==> src/rtl/fetch_buffer_stage.sv <==
// fetch_buffer_stage: instruction fetch stage with a small instruction buffer feeding decode.
// Ports:
//   clk, rst                      clock, synchronous active-high reset
//   redirect, redirect_pc         taken branch/jump: flush buffer and refetch from redirect_pc
//   imem_rd, imem_addr            one-cycle request strobe and address to instruction memory
//   imem_done, imem_rdata         response strobe and data for the outstanding request
//   Instruction, pc_plus2         buffer head instruction and its PC+2 (0 when empty)
//   instr_valid, decode_ready     head valid / decode consumes head
//   halted                        HALT opcode fetched, fetching stopped until a redirect
//   err                           sticky protocol error
//   fetch_cnt, squash_cnt         performance counters, live only when FETCH_PERF_EN is defined
module fetch_buffer_stage #(
   parameter int          DEPTH    = 2,
   parameter logic [15:0] RESET_PC = 16'h0000
) (
   input  logic        clk,
   input  logic        rst,
   input  logic        redirect,
   input  logic [15:0] redirect_pc,
   output logic        imem_rd,
   output logic [15:0] imem_addr,
   input  logic        imem_done,
   input  logic [15:0] imem_rdata,
   output logic [15:0] Instruction,
   output logic [15:0] pc_plus2,
   output logic        instr_valid,
   input  logic        decode_ready,
   output logic        halted,
   output logic        err,
   output logic [15:0] fetch_cnt,
   output logic [15:0] squash_cnt
);
   localparam int PW = $clog2(DEPTH);
   localparam logic [PW:0] FULL = (PW+1)'(DEPTH);
   typedef enum logic [1:0] {S_RUN, S_WAIT, S_HALTED} state_t;
   state_t state_q, state_d;
   logic [15:0] fetch_pc_q, fetch_pc_d, req_pc_q, req_pc_d;
   logic squash_q, squash_d, err_q, err_d;
   logic [PW-1:0] rd_ptr_q, rd_ptr_d, wr_ptr_q, wr_ptr_d;
   logic [PW:0] cnt_q, cnt_d;
   logic [15:0] instr_mem_q [DEPTH];
   logic [15:0] pcp2_mem_q [DEPTH];
   logic full, issue, pop, push, wr_en;
   always_comb begin
      full = cnt_q == FULL;
      // In RUN nothing is outstanding, so a free slot now is a reserved slot for the response.
      issue = !rst && state_q == S_RUN && !redirect && !full;
      pop = cnt_q != '0 && decode_ready && !redirect;
      push = state_q == S_WAIT && imem_done && !squash_q && !redirect;
      wr_en = push && (!full || pop);
      state_d = state_q;
      fetch_pc_d = fetch_pc_q;
      req_pc_d = req_pc_q;
      squash_d = squash_q;
      rd_ptr_d = pop ? rd_ptr_q + PW'(1) : rd_ptr_q;
      wr_ptr_d = wr_en ? wr_ptr_q + PW'(1) : wr_ptr_q;
      cnt_d = (wr_en && !pop) ? cnt_q + (PW+1)'(1) : (pop && !wr_en) ? cnt_q - (PW+1)'(1) : cnt_q;
      err_d = err_q || (imem_done && state_q != S_WAIT) || (push && full && !pop);
      if (redirect) begin
         // An in-flight request whose response has not arrived yet must be dropped later.
         squash_d = state_q == S_WAIT && !imem_done;
         state_d = squash_d ? S_WAIT : S_RUN;
         fetch_pc_d = redirect_pc;
         rd_ptr_d = '0;
         wr_ptr_d = '0;
         cnt_d = '0;
      end else if (issue) begin
         state_d = S_WAIT;
         req_pc_d = fetch_pc_q;
         fetch_pc_d = fetch_pc_q + 16'd2;
      end else if (state_q == S_WAIT && imem_done) begin
         squash_d = 1'b0;
         state_d = (push && imem_rdata[15:11] == 5'b00000) ? S_HALTED : S_RUN;
      end
   end
   always_ff @(posedge clk) begin
      if (rst) begin
         state_q <= S_RUN;
         fetch_pc_q <= RESET_PC;
         req_pc_q <= '0;
         squash_q <= 1'b0;
         err_q <= 1'b0;
         rd_ptr_q <= '0;
         wr_ptr_q <= '0;
         cnt_q <= '0;
      end else begin
         state_q <= state_d;
         fetch_pc_q <= fetch_pc_d;
         req_pc_q <= req_pc_d;
         squash_q <= squash_d;
         err_q <= err_d;
         rd_ptr_q <= rd_ptr_d;
         wr_ptr_q <= wr_ptr_d;
         cnt_q <= cnt_d;
      end
   end
   always_ff @(posedge clk) begin
      if (wr_en) begin
         instr_mem_q[wr_ptr_q] <= imem_rdata;
         pcp2_mem_q[wr_ptr_q] <= req_pc_q + 16'd2;
      end
   end
   assign imem_rd = issue;
   assign imem_addr = fetch_pc_q;
   assign instr_valid = cnt_q != '0;
   assign Instruction = instr_valid ? instr_mem_q[rd_ptr_q] : 16'h0000;
   assign pc_plus2 = instr_valid ? pcp2_mem_q[rd_ptr_q] : 16'h0000;
   assign halted = state_q == S_HALTED;
   assign err = err_q;
`ifdef FETCH_PERF_EN
   logic [15:0] fetch_cnt_q, squash_cnt_q;
   logic [16:0] sq_sum;
   // A response is counted as squashed once, when the redirect that kills it arrives.
   assign sq_sum = {1'b0, squash_cnt_q} + 17'(cnt_q) + 17'(state_q == S_WAIT && !squash_q);
   always_ff @(posedge clk) begin
      if (rst) begin
         fetch_cnt_q <= '0;
         squash_cnt_q <= '0;
      end else begin
         if (wr_en && fetch_cnt_q != 16'hFFFF) fetch_cnt_q <= fetch_cnt_q + 16'd1;
         if (redirect) squash_cnt_q <= sq_sum[16] ? 16'hFFFF : sq_sum[15:0];
      end
   end
   assign fetch_cnt = fetch_cnt_q;
   assign squash_cnt = squash_cnt_q;
`else
   assign fetch_cnt = 16'h0000;
   assign squash_cnt = 16'h0000;
`endif
endmodule

==> config.mk <==
export PLATFORM = sky130hd
export DESIGN_NAME = fetch_buffer_stage
export DESIGN_NICKNAME = d
export VERILOG_FILES = /design/src/rtl/fetch_buffer_stage.sv
export SDC_FILE = /design/constraint.sdc
export NUM_CORES = 1
export LEC_CHECK = 0
export BUFFER_PORTS_ARGS = -buffer_cell sky130_fd_sc_hd__buf_2
export CORE_AREA = 8 8 127 129
export CTS_CLUSTER_SIZE = 20
export DETAILED_ROUTE_END_ITERATION = 10
export DIE_AREA = 0 0 135 137
export GPL_ROUTABILITY_DRIVEN = 0
export GPL_TIMING_DRIVEN = 0
export SYNTH_ARGS = -nofsm -noshare
export SYNTH_HDL_FRONTEND = slang
export SYNTH_SLANG_ARGS = --single-unit
export TNS_END_PERCENT = 30
==> constraint.sdc <==
create_clock -name clk -period 3.9 [get_ports clk]
set_clock_uncertainty 0.05 [all_clocks]
set_input_delay 0.195 -clock clk [delete_from_list [all_inputs] [get_ports clk]]
set_output_delay 0.195 -clock clk [all_outputs]
set_load 0.1 [all_outputs]
; ---- Word-level counts from Yosys, hierarchy flattened
; Memory sizes are Yosys's and may differ from the RTL's. A register that Yosys moved wholly into a read port is not among the register bits.
; Cells that the tools add are included.
[totals]
output_inout_bits = 84
inputBits = 37
memories = 2
mem_bits_rw = 64
register_bits = 40
[mem_list]
columns = memory, depth, width, read_ports, rd_clocked_by_memory_dff, write_ports, line_no
row1 = instr_mem_q, 2, 16, 1, 1, 1, 41  ; logic [15:0] instr_mem_q [DEPTH];
row2 = pcp2_mem_q, 2, 16, 1, 1, 1, 42  ; logic [15:0] pcp2_mem_q [DEPTH];
[op_classes]
bitwise_logic = 1
mux = 20
addsub = 6
reduce_logical = 36
eq_ne = 5
[ops]
columns = op, n
row1 = 2-to-1 mux 16 bit, 4
row2 = "adder 16 x 2 -> 16 bit, second input constant", 2
row3 = logical AND 1 bit, 16
row4 = 2-to-1 mux 2 bit, 6
row5 = 2-to-1 mux 1 bit, 10
row6 = nonzero test 2 bit, 4
row7 = zero test 1 bit, 7
row8 = zero test 5 bit, 1
row9 = "equality test 2 bit, second input constant", 2
row10 = AND reduction 2 bit, 2
row11 = logical OR 1 bit, 3
row12 = nonzero test 3 bit, 1
row13 = "adder 1 bit, second input constant", 2
row14 = "adder 2 x 1 -> 2 bit, second input constant", 1
row15 = "equality test 2 x 1 -> 1 bit, second input constant", 1
row16 = zero test 2 bit, 1
row17 = "inequality test 2 x 1 -> 1 bit, second input constant", 1
row18 = "inequality test 2 bit, second input constant", 1
row19 = OR reduction 2 bit, 1
row20 = "subtractor 2 x 1 -> 2 bit, second input constant", 1
row21 = inverter 1 bit, 1

; ---- Depth between registers and ports, before layout
; Gate-level depths: netlist of the first run.
[depth]
ltp_word = 9
depth_mapped = 8
mapped_depth_nobuf = 8

; ---- Worst setup path before layout of the first run
; Ideal clock, no wire load.
[synth_path]
path_type = register to register
start = reg cnt_q[1]
end = mem instr_mem_q[0][0], enable pin
path_slack_ns = 0.961
arrival_time_ns = 2.464
stages_incl_launch_ff = 4
path_buffers = 0
path_cell_list = dfxtp_1 > nor2b_1 > a2111oi_4 > nor2b_1
[synth_between]
elab_chain_cells = 7
[synth_rtl]
columns = item, line_no
row1 = from (decl), 40  ; logic [PW:0] cnt_q, cnt_d;
row2 = from (signal assigned), 94  ; cnt_q <= cnt_d;
row3 = nonzero test 2 bit, 48  ; pop = cnt_q != '0 && decode_ready && !redirect;
row4 = logical AND 1 bit (2 in series), 48
row5 = logical OR 1 bit *, 50  ; wr_en = push && (!full || pop);
row6 = logical AND 1 bit *, 50
row7 = 2-to-1 mux 1 bit *, 98  ; if (wr_en) begin
row8 = 2-to-1 mux 1 bit (implied by the code) *, 99  ; instr_mem_q[wr_ptr_q] <= imem_rdata;
row9 = to (decl), 41
; Every way passes the cells marked *; elsewhere a longest branch is shown, timed or not.

; ---- Final worst setup path of the first run
[layout_path]
start = reg state_q[1]
end = out imem_rd
[layout_between]
elab_chain_cells = 4
[layout_rtl]
columns = item, line_no
row1 = from (decl), 36  ; state_t state_q, state_d;
row2 = from (signal assigned), 87  ; state_q <= state_d;
row3 = zero test 2 bit, 47  ; issue = !rst && state_q == S_RUN && !redirect && !full;
row4 = logical AND 1 bit (3 in series), 47
row5 = to (decl), 20  ; output logic imem_rd,
; No other way between the ends.

==> results.json, run 1 <==
{
  "clock_latency_ps": 340,
  "cp_slowest_cell": "buf_2",
  "finalMaxSlewViolations": 0,
  "switching_share": 0.309,
  "rr_worst_depth": 3,
  "core_um2": 14200,
  "hold_class": "input pin to flop",
  "cp-start-kind": "flop",
  "wl_um": 11500,
  "p_leak_uw": 0.00235,
  "yosysTopAreaCellShare": 0.398,
  "max_clock_freq_ghz": 0.383,
  "path_delay_family": "buffers and inverters",
  "yosysWarnings": 0,
  "switching_power_uw": 774,
  "drv_cap": 0,
  "fill_cells": 1407,
  "p_int_uw": 1730,
  "start_util": 0.340,
  "num_vias": 3566,
  "io_buffers": 87,
  "yosys-top-cells-area": "edfxtp_1 40%, dfxtp_1 17%, mux2i_1 7.3%, buf_4 5.0%, nand2_1 4.2%",
  "gr-usage-all-layers": 0.126,
  "htreeDepth": 3,
  "insertedDiodeCount": 0,
  "dp_hpwl_um": 8560,
  "drc": 0,
  "holdCritStartpoint": "imem_rdata[14]",
  "peakVddDrop_mv": 0.230,
  "clock_path_buffers": 2,
  "worstHoldEndpoint": "instr_mem_q[0][14]$_DFFE_PP_",
  "cts.sinks": 105,
  "post_cts_buffers": 0,
  "p_comb_frac": 0.169,
  "fin_area_um2": 6060,
  "ys_seq_elements": 105,
  "layout_common_cells": "93 x buf_2, 64 x edfxtp_1, 54 x nand2_1",
  "synthCells": 443,
  "status": "finished, final reports clean",
  "crit_type": "flop to output port",
  "seqPwrFrac": 0.488,
  "yosysSeqAreaShare": 0.568,
  "crit_fanout": 10,
  "first_global_vias": 3697,
  "reg2reg_to": "pcp2_mem_q[1][10]$_DFFE_PP_",
  "placed_area_um2": 5640,
  "antenna_found_initial": 0,
  "gr-total-overflow": 0,
  "synth_top_cell_by_area": "edfxtp_1",
  "wire_per_inst_um": 14.9,
  "cp.required_ps": 3650,
  "detail-route-antenna-nets": 0,
  "crit_chain": "nor4_4 > nand2_1 > inv_2 > buf_2 > buf_2",
  "via_per_inst": 4.60,
  "power_frac_clock": 0.344,
  "cts_buffers": 9,
  "clockRootBuffer": "clkbuf_16",
  "drtIter0Drc": 226,
  "path_clk_slew_ps": 80,
  "setup.worst_path.start": "state_q[1]$_SDFFE_PP0P_",
  "min_period_ps": 2610,
  "dr.pass1.iters": 4,
  "relSlewSlack": 0.464,
  "cp-end-kind": "output port",
  "cts_tree": "yes",
  "num_rows": 44,
  "fin_setup_tns_ps": 0,
  "die-width_um": 135,
  "worst_pin_slew_ps": 804,
  "grt_start_max_net_pins": 33,
  "crit_buf_inv": 3,
  "rsz0062_at_grt": "no",
  "whs_path_depth": 1,
  "synth_edf_count": 64,
  "grt_pass1_wl_um": 18600,
  "cp_slowest_stage_delay_ps": 480,
  "power_uw": 2500,
  "cp.arrival_ps": 2370,
  "postSynthAreaPerCell_um2": 10.9,
  "utilization": 0.426,
  "ios": 121,
  "nets": 627,
  "synthArstFlopShare": 0,
  "area_growth_syn_to_layout_pct": 25.5,
  "reg2reg_from": "cnt_q[0]$_SDFFE_PP0P_",
  "reg2reg_slack_ps": 1600,
  "synth_cell_types": 53,
  "setup_viol": 0,
  "layout_commonest_cell": "buf_2",
  "synth_ff_type": "edfxtp_1",
  "period_share": 0.669,
  "dieArea_um2": 18500,
  "finalHoldViolations": 0,
  "path_common_cell": "buf_2",
  "synthesis.area_um2": 4820,
  "layout-drive-gt1-share": 0.253,
  "power_density_nw_per_um2": 413,
  "die_y_um": 137
}
[power groups by stage]
stage | Sequential, µW | Clock, µW | Combinational, µW
finish | 1220 | 860 | 422
global route | 1220 | 922 | 442
CTS | 1220 | 883 | 420
detailed placement | 1240 | 0 | 409
global placement | 1240 | 0 | 404
floorplan | 1320 | 0 | 261
[per-layer routing]
| metal | GRT usage | share of wire | vias up |
|---|---|---|---|
| li1 | - | - | 1796 |
| met5 | 0 | 0 | - |
| met4 | 0.0327 | 0.0099 | 0 |
| met2 | 0.206 | 0.46 | 116 |
| met3 | 0.0385 | 0.061 | 13 |
| met1 | 0.157 | 0.47 | 1641 |
[worst max-delay path by stage]
stage                                   to  cells past startpoint
5_1_grt                            imem_rd                      5
2_1_floorplan  instr_mem_q[0][0]$_DFFE_PP_                      3
3_3_place_gp   instr_mem_q[0][7]$_DFFE_PP_                      3
3_5_place_dp   instr_mem_q[1][7]$_DFFE_PP_                      3
6_report                           imem_rd                      5
4_1_cts                            imem_rd                      5
[synth_stat cells (3+ instances only)]
| library cell | instances |
|---|---|
| nand2_1 | 54 |
| inv_1 | 8 |
| a21oi_1 | 24 |
| nor3_1 | 15 |
| nor2b_1 | 4 |
| nor4_1 | 3 |
| or4_1 | 3 |
| ha_1 | 3 |
| nor2_1 | 45 |
| and3_1 | 3 |
| nand4_1 | 7 |
| a211oi_1 | 3 |
| buf_2 | 6 |
| o311ai_1 | 3 |
| mux2i_1 | 35 |
| nand3_1 | 10 |
| xor2_1 | 9 |
| a31oi_1 | 7 |
| buf_4 | 32 |
| o21ai_0 | 3 |
| dfxtp_1 | 41 |
| xnor2_1 | 11 |
| edfxtp_1 | 64 |
| clkbuf_1 | 14 |
| o211ai_1 | 3 |
[through the flow]
step / instances / hold slack [ps] / setup slack, ps
floorplan: 474 / 244 / 961
global placement: 745 / 336 / 27.7
detailed placement: 746 / 338 / 1580
CTS: 775 / 0.161 / 1260
global route: 776 / 2.71 / 1120
finish: 776 / 9.95 / 1290
[cell type report]
cell class	count	area (µm²)	share of cell area
clock inverters	5	47.5	0.00785
clock buffers	11	233	0.0384
well taps	184	230	0.0380
flip-flops and latches	105	2740	0.453
inverters	11	41.3	0.00682
plain buffers	53	327	0.0539
repair buffers	102	596	0.0983
multi-input cells	305	1840	0.304
[worst register-to-register path, cell delays in order (launching register included)]
cell and delay, ps:
dfxtp_1 410, nor2b_1 190, a2111oi_4 500, and2_2 760
[logic make-up after synthesis]
kind of cell | Yosys count | share of synthesized area
AND/OR/NAND/NOR | 161 | 0.161
flip-flops | 105 | 0.568
buffers and inverters | 64 | 0.0762
AO/OA/AOI/OAI | 54 | 0.0765
multiplexers | 35 | 0.0726
XOR/XNOR | 20 | 0.0363
adder cells (fa/ha/maj) | 3 | 0.00778
other | 1 | 0.000777
[state kept, by name, summed over array words and instances (netlist names), named ones only]
register	cells
imem_addr	16
cnt_q	2
wr_ptr_q	1
err	1
instr_mem_q	32
squash_q	1
rd_ptr_q	1
req_pc_q	16
state_q	2
pcp2_mem_q	32
[what timing repair did]
action	4_1_cts	5_1_grt
gates resized for setup	0	0
endpoints found under the setup margin	0	0
endpoints found under the hold margin	26	2
hold buffers	13	1
Power figures use the tool's default switching activity.
==> inputs of run 2 (changes only) <==
--- a/config.mk
+++ b/config.mk
@@ -5,11 +5,12 @@
 export SDC_FILE = /design/constraint.sdc
 export NUM_CORES = 1
 export LEC_CHECK = 0
+export ABC_AREA = 1
 export BUFFER_PORTS_ARGS = -buffer_cell sky130_fd_sc_hd__buf_2
-export CORE_AREA = 8 8 127 129
+export CORE_AREA = 8 8 128 130
 export CTS_CLUSTER_SIZE = 20
 export DETAILED_ROUTE_END_ITERATION = 10
-export DIE_AREA = 0 0 135 137
+export DIE_AREA = 0 0 136 138
 export GPL_ROUTABILITY_DRIVEN = 0
 export GPL_TIMING_DRIVEN = 0
 export SYNTH_ARGS = -nofsm -noshare
==> constraint.sdc (replaced) <==
create_clock -name clk -period 2.4 [get_ports clk]
set_clock_uncertainty 0.05 [all_clocks]
set_input_delay 0.12 -clock clk [delete_from_list [all_inputs] [get_ports clk]]
set_output_delay 0.12 -clock clk [all_outputs]
set_load 0.1 [all_outputs]
==> results.json, run 2 <==
{
  "gr-total-overflow": 0,
  "cts.sinks": 105,
  "grt_pass1_wl_um": 19000,
  "die_y_um": 138,
  "yosysTopAreaCellShare": 0.392,
  "drc": 0,
  "postSynthAreaPerCell_um2": 9.01,
  "ios": 121,
  "finalMaxSlewViolations": 0,
  "htreeDepth": 3,
  "wl_um": 11800,
  "path_clk_slew_ps": 70,
  "layout-drive-gt1-share": 0.228,
  "synth_ff_type": "edfxtp_1",
  "rsz0062_at_grt": "no",
  "io_buffers": 87,
  "area_growth_syn_to_layout_pct": 26.9,
  "synthesis.area_um2": 4900,
  "yosysMostFrequentCell": "nand2_1",
  "multi_input_area_um2": 1770,
  "first_global_vias": 3918,
  "status": "finished, final reports clean",
  "start_util": 0.342,
  "synthTopCellsByCount": "147 x nand2_1, 64 x edfxtp_1, 63 x a21oi_1",
  "insertedDiodeCount": 0,
  "hold_class": "input pin to flop",
  "cts_buffers": 9,
  "synth_top_cell_by_area": "edfxtp_1",
  "nets": 733,
  "antenna_found_initial": 0,
  "clockRootBuffer": "clkbuf_16",
  "yosys-top-cells-area": "edfxtp_1 39%, dfxtp_1 17%, nand2_1 11%, a21oi_1 6.4%, buf_4 4.9%",
  "clock_path_buffers": 2,
  "drv_cap": 0,
  "dr.pass1.iters": 5,
  "synthArstFlopShare": 0,
  "rr_worst_depth": 6,
  "fill_cells": 1434,
  "layout_setup_ws_ps": 124,
  "worst_pin_slew_ps": 936,
  "crit_fanout": 10,
  "drtIter0Drc": 214,
  "core_um2": 14300,
  "crit_type": "flop to output port",
  "yosysWarnings": 0,
  "finalHoldViolations": 0,
  "gr-usage-all-layers": 0.124,
  "cp.arrival_ps": 2110,
  "min_period_ps": 2280,
  "num_rows": 44,
  "via_per_inst": 4.44,
  "pre_cts_ws_ps": 55.8,
  "regArea_um2": 2740,
  "synthCells": 544,
  "dieArea_um2": 18800,
  "cp-start-kind": "flop",
  "setup_viol": 0,
  "reg2reg_to": "instr_mem_q[1][8]$_DFFE_PP_",
  "dp_hpwl_um": 8720,
  "p_leak_uw": 0.00266,
  "synth_cell_types": 31,
  "holdCritStartpoint": "redirect_pc[5]",
  "cp-end-kind": "output port",
  "reg_top3": "instr_mem_q (32), pcp2_mem_q (32)",
  "utilization": 0.434,
  "cts_tree": "yes",
  "peakVddDrop_mv": 0.321,
  "ys_seq_elements": 105,
  "relSlewSlack": 0.375,
  "layout_commonest_cell": "nand2_1",
  "wire_per_inst_um": 13.4,
  "max_clock_freq_ghz": 0.439,
  "synth_edf_count": 64,
  "num_vias": 3920,
  "power_density_nw_per_um2": 672,
  "period_share": 0.948,
  "yosysSeqAreaShare": 0.560,
  "layout_common_cells": "146 x nand2_1, 79 x buf_2, 64 x edfxtp_1",
  "clock_latency_ps": 340,
  "detail-route-antenna-nets": 0,
  "critPathCapture": "pc_plus2[1]",
  "grt_start_max_net_pins": 33,
  "reg2reg_from": "state_q[0]$_SDFFE_PP0P_",
  "finalHoldWorstSlack_ps": 16.0,
  "reg2reg_slack_ps": 190,
  "die-width_um": 136,
  "cp.required_ps": 2230
}
run 2: cell type report:
cell class                      count  share of cell area
Sequential cell                   105               0.441
Multi-Input combinational cell    370               0.285
Timing Repair Buffer              107               0.106
Buffer                             51              0.0551
Tap cell                          184              0.0370
Clock buffer                        9              0.0362
Inverter                           49              0.0304
Clock inverter                      7             0.00966
run 2: timing repair:
| item | in CTS | in global routing |
|---|---|---|
| resized for setup | 0 | 12 |
| buffers inserted | 0 | 0 |
| endpoints found under the setup margin | 0 | 74 |
| hold buffers | 20 | 0 |
| hold endpoints to repair | 36 | 0 |
run 2: worst min-delay path by stage:
stage,endpoint,depth (start not counted)
CTS,imem_addr[5]$_SDFFE_PP0P_,5
global placement,instr_mem_q[1][4]$_DFFE_PP_,1
floorplan,req_pc_q[15]$_SDFFE_PP0P_,1
finish,imem_addr[5]$_SDFFE_PP0P_,5
global route,imem_addr[9]$_SDFFE_PP0P_,5
detailed placement,instr_mem_q[0][10]$_DFFE_PP_,1
run 2: critical path, stage by stage (launching register included):
cell and delay (ps):
dfxtp_1 300, clkbuf_1 150, inv_1 150, clkbuf_1 410
nand2_1 100, a21oi_1 190, buf_2 460
run 2: power by group:
part / internal [µW] / leakage [µW] / switching (µW)
registers: 1960 / 0.000924 / 47.8
clock network: 725 / 0.000138 / 692
logic: 163 / 0.00160 / 598
total: 2840 / 0.00266 / 1340
run 2: routing by layer:
| layer | part of all wire | global-route usage |
|---|---|---|
| met2 | 0.46 | 0.198 |
| met3 | 0.064 | 0.0370 |
| met5 | 0 | 0 |
| met1 | 0.46 | 0.158 |
| met4 | 0.0069 | 0.0341 |
run 2: through the flow:
stage               power [µW]  std cells  setup TNS, ps  instance area [µm²]
finish                    4180        882              0                 6220
CTS                       4220        882              0                 6180
floorplan                 2650        575         -21470                 5020
detailed placement        2770        846              0                 5700
global placement          2770        846         -75300                 5680
global route              4350        882              0                 6220
run 2: cells by family after synthesis:
family	Yosys count	synth area share
and+or+nand+nor	225	0.196
DFF	105	0.560
buffers and inverters	100	0.109
AOI/OAI and AO/OA	95	0.100
xor gates and xnor gates	15	0.0268
adders and majority gates	3	0.00766
other	1	0.000765
